`src/rtl/otter_dec_pkg.sv`:
```
// Shared types for the OTTER decode-stage front end: immediate format codes,
// RV32I opcodes and the per-entry record held by the decode skid buffer.
package otter_dec_pkg;

    typedef enum logic [2:0] {
        FMT_NONE    = 3'd0,
        FMT_I       = 3'd1,
        FMT_S       = 3'd2,
        FMT_B       = 3'd3,
        FMT_U       = 3'd4,
        FMT_J       = 3'd5,
        FMT_ILLEGAL = 3'd7
    } imm_fmt_t;

    localparam logic [6:0] OPC_LUI    = 7'b0110111;
    localparam logic [6:0] OPC_AUIPC  = 7'b0010111;
    localparam logic [6:0] OPC_JAL    = 7'b1101111;
    localparam logic [6:0] OPC_JALR   = 7'b1100111;
    localparam logic [6:0] OPC_LOAD   = 7'b0000011;
    localparam logic [6:0] OPC_OP_IMM = 7'b0010011;
    localparam logic [6:0] OPC_SYSTEM = 7'b1110011;
    localparam logic [6:0] OPC_STORE  = 7'b0100011;
    localparam logic [6:0] OPC_BRANCH = 7'b1100011;
    localparam logic [6:0] OPC_OP     = 7'b0110011;

    typedef struct packed {
        logic [31:0] ir;
        logic [31:0] pc;
        logic [31:0] imm;
        imm_fmt_t    fmt;
        logic [31:0] tgt;
        logic        illegal;
    } entry_t;

    // Branches and jumps target PC+IMM; every other format falls through.
    function automatic logic is_pc_rel(input imm_fmt_t fmt);
        return (fmt == FMT_B) || (fmt == FMT_J);
    endfunction

endpackage

```
`src/rtl/otter_imm_fmt_decode.sv`:
```
// Combinational RV32I immediate-format classifier and immediate generator.
// OTTER_DEC_ILLEGAL_EN: unknown opcodes report FMT_ILLEGAL instead of FMT_NONE.
module otter_imm_fmt_decode
    import otter_dec_pkg::*;
(
    input  logic [31:0] ir,
    output imm_fmt_t    fmt,
    output logic [31:0] imm,
    output logic        illegal
);

    logic signed [31:0] imm_i;
    logic signed [31:0] imm_s;
    logic signed [31:0] imm_b;
    logic signed [31:0] imm_u;
    logic signed [31:0] imm_j;

    assign imm_i = {{20{ir[31]}}, ir[31:20]};
    assign imm_s = {{20{ir[31]}}, ir[31:25], ir[11:7]};
    assign imm_b = {{20{ir[31]}}, ir[7], ir[30:25], ir[11:8], 1'b0};
    assign imm_u = {ir[31:12], 12'b0};
    assign imm_j = {{12{ir[31]}}, ir[19:12], ir[20], ir[30:21], 1'b0};

    always_comb begin
        fmt     = FMT_NONE;
        imm     = '0;
        illegal = 1'b0;
        case (ir[6:0])
            OPC_LUI, OPC_AUIPC: begin
                fmt = FMT_U;
                imm = imm_u;
            end
            OPC_JAL: begin
                fmt = FMT_J;
                imm = imm_j;
            end
            OPC_JALR, OPC_LOAD, OPC_OP_IMM, OPC_SYSTEM: begin
                fmt = FMT_I;
                imm = imm_i;
            end
            OPC_STORE: begin
                fmt = FMT_S;
                imm = imm_s;
            end
            OPC_BRANCH: begin
                fmt = FMT_B;
                imm = imm_b;
            end
            OPC_OP: begin
                fmt = FMT_NONE;
            end
            // Every legal opcode ends in 2'b11, so this arm also covers IR[1:0] != 2'b11.
            default: begin
`ifdef OTTER_DEC_ILLEGAL_EN
                fmt     = FMT_ILLEGAL;
                illegal = 1'b1;
`else
                fmt     = FMT_NONE;
                illegal = 1'b0;
`endif
            end
        endcase
    end

endmodule

```
`src/rtl/otter_imm_decode_stage.sv`:
```
// OTTER decode front end: classifies fetched instructions, registers immediate and
// target in a 2-entry skid buffer. OTTER_DEC_ILLEGAL_EN enables ID_ILLEGAL reporting.
module otter_imm_decode_stage
    import otter_dec_pkg::*;
#(
    parameter int unsigned PC_INC = 4,
    parameter int          XLEN   = 32
) (
    input  logic            CLK,
    input  logic            RST,
    input  logic            FLUSH,
    input  logic            IF_VALID,
    output logic            IF_READY,
    input  logic [XLEN-1:0] IF_IR,
    input  logic [XLEN-1:0] IF_PC,
    output logic            ID_VALID,
    input  logic            ID_READY,
    output logic [XLEN-1:0] ID_IR,
    output logic [XLEN-1:0] ID_PC,
    output logic [XLEN-1:0] ID_IMM,
    output logic [2:0]      ID_FMT,
    output logic [XLEN-1:0] ID_TGT,
    output logic            ID_ILLEGAL
);

    typedef enum logic [1:0] {
        ST_EMPTY = 2'd0,
        ST_ONE   = 2'd1,
        ST_FULL  = 2'd2
    } state_t;

    state_t      state_q, state_d;
    logic        if_ready_q, if_ready_d;
    entry_t      head_q, head_d;
    entry_t      skid_q, skid_d;

    imm_fmt_t    dec_fmt;
    logic [31:0] dec_imm;
    logic        dec_illegal;
    logic [31:0] tgt_addend;
    entry_t      new_entry;
    logic        in_xfer;
    logic        out_xfer;

    otter_imm_fmt_decode u_fmt_decode (
        .ir      (IF_IR),
        .fmt     (dec_fmt),
        .imm     (dec_imm),
        .illegal (dec_illegal)
    );

    assign tgt_addend = is_pc_rel(dec_fmt) ? dec_imm : 32'(PC_INC);

    always_comb begin
        new_entry         = '0;
        new_entry.ir      = IF_IR;
        new_entry.pc      = IF_PC;
        new_entry.imm     = dec_imm;
        new_entry.fmt     = dec_fmt;
        new_entry.tgt     = IF_PC + tgt_addend;
        new_entry.illegal = dec_illegal;
    end

    assign in_xfer  = IF_VALID && if_ready_q;
    assign out_xfer = ID_VALID && ID_READY;

    always_comb begin
        state_d = state_q;
        head_d  = head_q;
        skid_d  = skid_q;
        unique case (state_q)
            ST_EMPTY: begin
                if (in_xfer) begin
                    head_d  = new_entry;
                    state_d = ST_ONE;
                end
            end
            ST_ONE: begin
                if (in_xfer && !out_xfer) begin
                    skid_d  = new_entry;
                    state_d = ST_FULL;
                end else if (in_xfer && out_xfer) begin
                    head_d  = new_entry;
                end else if (out_xfer) begin
                    state_d = ST_EMPTY;
                end
            end
            ST_FULL: begin
                // IF_READY is low here, so only the drain side can move.
                if (out_xfer) begin
                    head_d  = skid_q;
                    state_d = ST_ONE;
                end
            end
            default: state_d = ST_EMPTY;
        endcase
        if (FLUSH) begin
            state_d = ST_EMPTY;
        end
        if_ready_d = (state_d != ST_FULL);
    end

    always_ff @(posedge CLK) begin
        if (RST) begin
            state_q    <= ST_EMPTY;
            if_ready_q <= 1'b0;
        end else begin
            state_q    <= state_d;
            if_ready_q <= if_ready_d;
        end
        head_q <= head_d;
        skid_q <= skid_d;
    end

    // Entry payloads are not reset; outputs are gated to zero while empty instead.
    assign IF_READY   = if_ready_q;
    assign ID_VALID   = (state_q != ST_EMPTY);
    assign ID_IR      = ID_VALID ? head_q.ir  : '0;
    assign ID_PC      = ID_VALID ? head_q.pc  : '0;
    assign ID_IMM     = ID_VALID ? head_q.imm : '0;
    assign ID_FMT     = ID_VALID ? head_q.fmt : 3'd0;
    assign ID_TGT     = ID_VALID ? head_q.tgt : '0;
    assign ID_ILLEGAL = ID_VALID && head_q.illegal;

endmodule

```
`config.mk`:
```
export PLATFORM = sky130hd
export DESIGN_NAME = otter_imm_decode_stage
export DESIGN_NICKNAME = d
export VERILOG_FILES = /design/src/rtl/otter_dec_pkg.sv /design/src/rtl/otter_imm_fmt_decode.sv /design/src/rtl/otter_imm_decode_stage.sv
export SDC_FILE = /design/constraint.sdc
export NUM_CORES = 1
export LEC_CHECK = 0
export CORE_ASPECT_RATIO = 1.25
export CORE_UTILIZATION = 58
export DETAILED_ROUTE_END_ITERATION = 16
export PLACE_DENSITY = 0.94
export SLEW_MARGIN = 20
export SYNTH_ARGS = -nofsm -noshare
export SYNTH_HDL_FRONTEND = slang
export SYNTH_SLANG_ARGS = --single-unit
```
`constraint.sdc`:
```
create_clock -name CLK -period 31.2 [get_ports CLK]
set_input_delay 3.12 -clock CLK [delete_from_list [all_inputs] [get_ports CLK]]
set_output_delay 3.12 -clock CLK [all_outputs]
set_load 0.05 [all_outputs]
```
# [Word level (Yosys, flattened, before mapping)]
# Cells that the tools add are included.
[classes] addsub=1 eq_ne=18 mux=20 reduce_logical=14
[op_table] op="132-bit two-way mux" n=4
[op_table] op="132-bit one-hot mux with 3 select lines" n=1
[op_table] op="32-bit two-way mux" n=5
[op_table] op="32-bit one-hot mux with 5 select lines" n=1
[op_table] op="32-bit adder" n=1
[op_table] op="7-bit equality test (second input constant)" n=4
[op_table] op="3-bit one-hot mux with 5 select lines" n=1
[op_table] op="7-bit by 5-bit equality test with 1-bit output (second input constant)" n=2
[op_table] op="7-bit by 6-bit equality test with 1-bit output (second input constant)" n=2
[op_table] op="2-bit two-way mux" n=6
[op_table] op="2-bit != test (second input constant)" n=5
[op_table] op="7-bit by 2-bit equality test with 1-bit output (second input constant)" n=1
[op_table] op="2-bit one-hot mux with 3 select lines" n=1
[op_table] op="1-bit logical AND" n=5
[op_table] op="5-bit AND reduction" n=1
[op_table] op="4-bit OR reduction" n=1
[op_table] op="3-bit by 2-bit equality test with 1-bit output (second input constant)" n=1
[op_table] op="3-bit equality test (second input constant)" n=1
[op_table] op="3-bit two-way mux" n=1
[op_table] op="3-bit nonzero test" n=1
[op_table] op="2-bit by 1-bit equality test with 1-bit output (second input constant)" n=1
[op_table] op="2-bit equality test (second input constant)" n=1
[op_table] op="2-bit logical NOT" n=1
[op_table] op="2-bit AND reduction" n=1
[op_table] op="other kinds (4)" n=4
[totals] ff_bits=266 inputBits=69 output_inout_bits=134 wordCells=66

# [Depth between registers and ports, before layout]
[logic_depth] depth_word=10 ltp_mapped=16 mapped_depth_nobuf=15

# [Modules after synthesis]
# Synthesis repeated with hierarchy kept, for this count alone.
[hier_totals] cells_unflattened=1235 area_unflattened_um2=13324.0
[modules_own_cells] mod="otter_imm_decode_stage" n_inst=1 cells_per_inst=1132 area_each_um2=12660.9 seq_area_each_um2=7987.7
[modules_own_cells] mod="otter_imm_fmt_decode" n_inst=1 cells_per_inst=103 area_each_um2=663.1 seq_area_each_um2=0.0

# [Worst setup path before layout]
# Ideal clock, no wire load.
[synth_path] path_type="in2reg" startpoint="input IF_VALID" endpoint="register head_q[100] (netlist name), enable pin" setup_ns=0.814 arrival_ns=12.820 required_ns=30.386 slack_ns=17.566 cell_stages=2 path_buffers=0 cell_sequence="nand2_1 > o31ai_1"
[synth_via] elab_chain_cells=4 word_cells_on_any_way=7 classes_between="eq/ne (3); reduce/logical (4)"
[synth_lines] item="start: declaration" line="otter_imm_decode_stage.sv:12" text="input logic IF_VALID,"
[synth_lines] item="1-bit logical AND *" line="otter_imm_decode_stage.sv:64" text="assign in_xfer = IF_VALID && if_ready_q;"
[synth_lines] item="1-bit logical AND (on tied branches)" line="otter_imm_decode_stage.sv:82, otter_imm_decode_stage.sv:79"
[synth_lines] item="2-bit != test (no source line)"
[synth_lines] item="5-bit AND reduction (no source line) *"
[synth_lines] item="end signal: assignment" line="otter_imm_decode_stage.sv:111" text="head_q <= head_d;"
[synth_lines] item="end: declaration" line="otter_imm_decode_stage.sv:34" text="entry_t head_q, head_d;"
# Mark *: on every way between the ends. The rest lies on a longest branch, timed or not.
# A chain may end at the register's enable or synchronous reset.

==> key figures <==
Setup path
  • Critical path origin: IF_IR[2]
  • Worst path most repeated cell: nor2_1
  • FF-to-FF End: head_q[28]$_DFFE_PP_
  • CP max stage delay: 0.57 ns
  • Crit start category: input pin
  • Worst EP required: 31.46 ns
  • WS Path Type: in2reg
  • Critical path endpoint category: flop
  • Max FO, Critical Path: 9
  • Critical path cell sequence: clkdlybuf4s50_1 > nor2_1 > a21oi_1 > o21a_1 > nor2_1 > a22o_1 > nand2_1 > fa_1 > and2b_4 > o2111ai_4 > a2111oi_4 > nor3_2 > o31ai_2 > xor2_1 > mux2_2
  • Delay-heaviest family, CP: compound AO/OA/AOI/OAI gates
  • FF-to-FF Start: state_q[0]$_SDFF_PP0_
  • CP Buf/Inv Count: 1
  • Slowest CP cell: clkdlybuf4s50_1
  • R2R cell count: 3
  • R2r setup slk: 28.47 ns
  • Crit path DAT: 7.21 ns

CTS
  • Clock transition at path regs: 0.07 ns
  • Cts repair resizes: 0
  • TritonCTS Sinks: 265
  • Clk Latency, worst-skew pair: 0.51 ns
  • TritonCTS buffer count: 25
  • H-Tree Depth: 1
  • Clock Path Buffers: 3
  • CTS root buffer: clkbuf_16
  • CTS tree: built
  • Setup repair bufs after CTS: 0
  • Post-CTS Hold Fix Bufs: 0

Floorplanning
  • Die Y: 168 µm
  • Total die area: 0.0227 mm²
  • Starting density of the core: 59.4%
  • Die W: 135 µm
  • Core ar.: 0.0216 mm²
  • Row count: 60
  • # IOs: 203

Routing
  • Via count: 9265
  • Remaining DRCs: 0
  • Vias per inst: 5.73
  • Drt total wl: 31.5 mm
  • WL/cell: 19.5 µm
  • 1st-pass router iterations: 5
  • Post-route ant nets: 0
  • Number of DRC markers in iteration 0: 727

Synthesis
  • Top area cells in the synthesized netlist: edfxtp_1, nand2_1, and2_1, ha_1, mux2_2
  • Top_reg_cell synth: edfxtp_1
  • Post-synthesis sequential area ratio: 61.8%
  • Synth warn: 0
  • Synth Register Bits: 265
  • Mapped Area: 0.0128 mm²
  • Mean area per synthesized cell: 11.2 µm²
  • Number of synthesized flops with an enable pin: 262
  • Top cell type by total area after synthesis: edfxtp_1
  • Cell count after synthesis: 1142
  • Post-synth cell types: 63
  • FFs w/ async S/R, synth: 0%
  • Post-synth top area share: 61.3%

Layout
  • Finished Core Util: 73.6%
  • Antenna cells: 0
  • Nets: 1422
  • Layout cells sized above 1: 6.57%
  • Fillers: 1388
  • Area Growth Syn to Fin: 23.9%

STA
  • Hold slack: 0.511 ns
  • Slew @ Worst Pin: 0.933 ns
  • Fmax: 144 MHz
  • Worst relative slew slack: 37.8%
  • Max-slew violation count: 0
  • Minimum clock period: 6.95 ns
  • Final TNS setup: 0 ns
  • Final setup violation count: 0
  • Final Hold Vio Count: 0
  • Worst Skew: 0.00890 ns
  • Final period util: 22.3%
  • RSZ-0062 raised after global routing: false

Global route
  • First-pass GRT wire length: 48.5 mm
  • Pin count of the biggest net entering global routing: 133
  • Initial antenna violation count: 0
  • Vias in the first global route: 9216
  • Total gr overflow: 0
  • All-layer global routing usage: 27.6%

Worst hold path
  • WHS Endpoint: head_q[90]$_DFFE_PP_
  • Hold_sp: skid_q[90]$_DFFE_PP_
  • Hold path depth: 2
  • Worst hold-check path type: reg2reg

Place
  • HPWL Detailed: 20.9 mm
  • Placer Congestion: 0.901
  • Buffers added on ports: 201

Run status
  • Status: complete, no violations

Pwr
  • Power Total: 0.776 mW
  • Maximum VDD drop: 0.0390 mV
  • Power Density: 48.8 mW/mm²
  • Leakage power: 6.29 nW

Run
  • Max cap viols: 0
state kept, by name, indices dropped and copies added (netlist names):
register  flops
IF_READY      1
head_q      131
skid_q      131
state_q       2
where the power goes:
| group | internal [mW] | switching (mW) |
|---|---|---|
| clock network | 0.172 | 0.128 |
| logic | 0.0270 | 0.0469 |
| registers | 0.401 | 0.00225 |
cells by family after synthesis:
logic type	count (synthesis)	synth area share [%]
compound gates	165	8.65
xor+xnor	29	1.98
fa+ha+maj	32	3.18
buf+inv	76	2.27
flops	265	61.8
mux	27	2.36
other cells	1	0.0292
simple gates	547	19.8
worst min-delay path, stage by stage (launching register included):
cell	delay, ns
edfxtp_1	0.32
nand2_1	0.05
nand2_1	0.04
worst max path at each step:
stage               slack, ns  cells after the start                     to
CTS                     24.27                     15   head_q[19]$_DFFE_PP_
finish                  24.25                     15   head_q[19]$_DFFE_PP_
global route            23.94                     15   head_q[32]$_DFFE_PP_
global placement        23.97                     15   head_q[28]$_DFFE_PP_
floorplan               17.57                      2  head_q[100]$_DFFE_PP_
detailed placement      23.85                     15   head_q[29]$_DFFE_PP_
layout make-up:
cell class	instances	area, µm²	area share (%)
Timing Repair Buffer	208	2100	13.2
Clock buffer	29	641	4.03
Tap cell	279	349	2.19
Inverter	19	71.3	0.448
Sequential cell	265	7930	49.8
Clock inverter	16	154	0.968
Multi-Input combinational cell	802	4660	29.3
synthesized netlist by cell type (all sizes together), types with 4 or more instances:
master / n
a211oi: 4
a21o: 14
a21oi: 56
a31oi: 21
and2: 159
and3: 4
buf: 6
clkbuf: 51
edfxtp: 262
ha: 31
inv: 19
mux2: 26
nand2: 287
nor2: 66
nor2b: 6
nor3: 12
o211ai: 6
o21a: 11
o21ai: 21
o21bai: 4
o31ai: 7
xnor2: 17
xor2: 12
layout by cell type, fill, tap and decap left out, drive strengths merged, types with 3 or more instances in the layout:
| cell type | n |
|---|---|
| xor2 | 12 |
| clkdlybuf4s50 | 201 |
| o21ai | 21 |
| and3 | 4 |
| clkinv | 13 |
| nor2b | 6 |
| nor3 | 12 |
| a21o | 14 |
| dfxtp | 3 |
| a21oi | 56 |
| edfxtp | 262 |
| a22oi | 3 |
| o31ai | 7 |
| nand2b | 3 |
| and2 | 159 |
| buf | 7 |
| a31oi | 21 |
| a211oi | 4 |
| nor2 | 66 |
| mux2 | 26 |
| o21bai | 4 |
| bufinv | 3 |
| o211ai | 6 |
| nand2 | 287 |
| xnor2 | 17 |
| ha | 31 |
| inv | 19 |
| o21a | 11 |
| clkbuf | 29 |
metrics by stage:
| step | cell area (µm²) | std cells | setup slack (ns) |
|---|---|---|---|
| after floorplan | 12800 | 1143 | 17.57 |
| after global placement | 15100 | 1572 | 23.97 |
| after detailed placement | 15100 | 1572 | 23.85 |
| after CTS | 15900 | 1617 | 24.27 |
| after global routing | 15900 | 1618 | 23.94 |
| final | 15900 | 1618 | 24.25 |
layer usage:
layer / up-vias / track usage, % / part of all wire (%)
met3: 80 / 2.62 / 5.5
met4: 0 / 10.4 / 3.4
met1: 4448 / 34.1 / 39
li1: 4338 / - / -
met5: - / 0 / 0
met2: 399 / 49.9 / 52
Note: power is estimated with default switching activity, not from simulation.
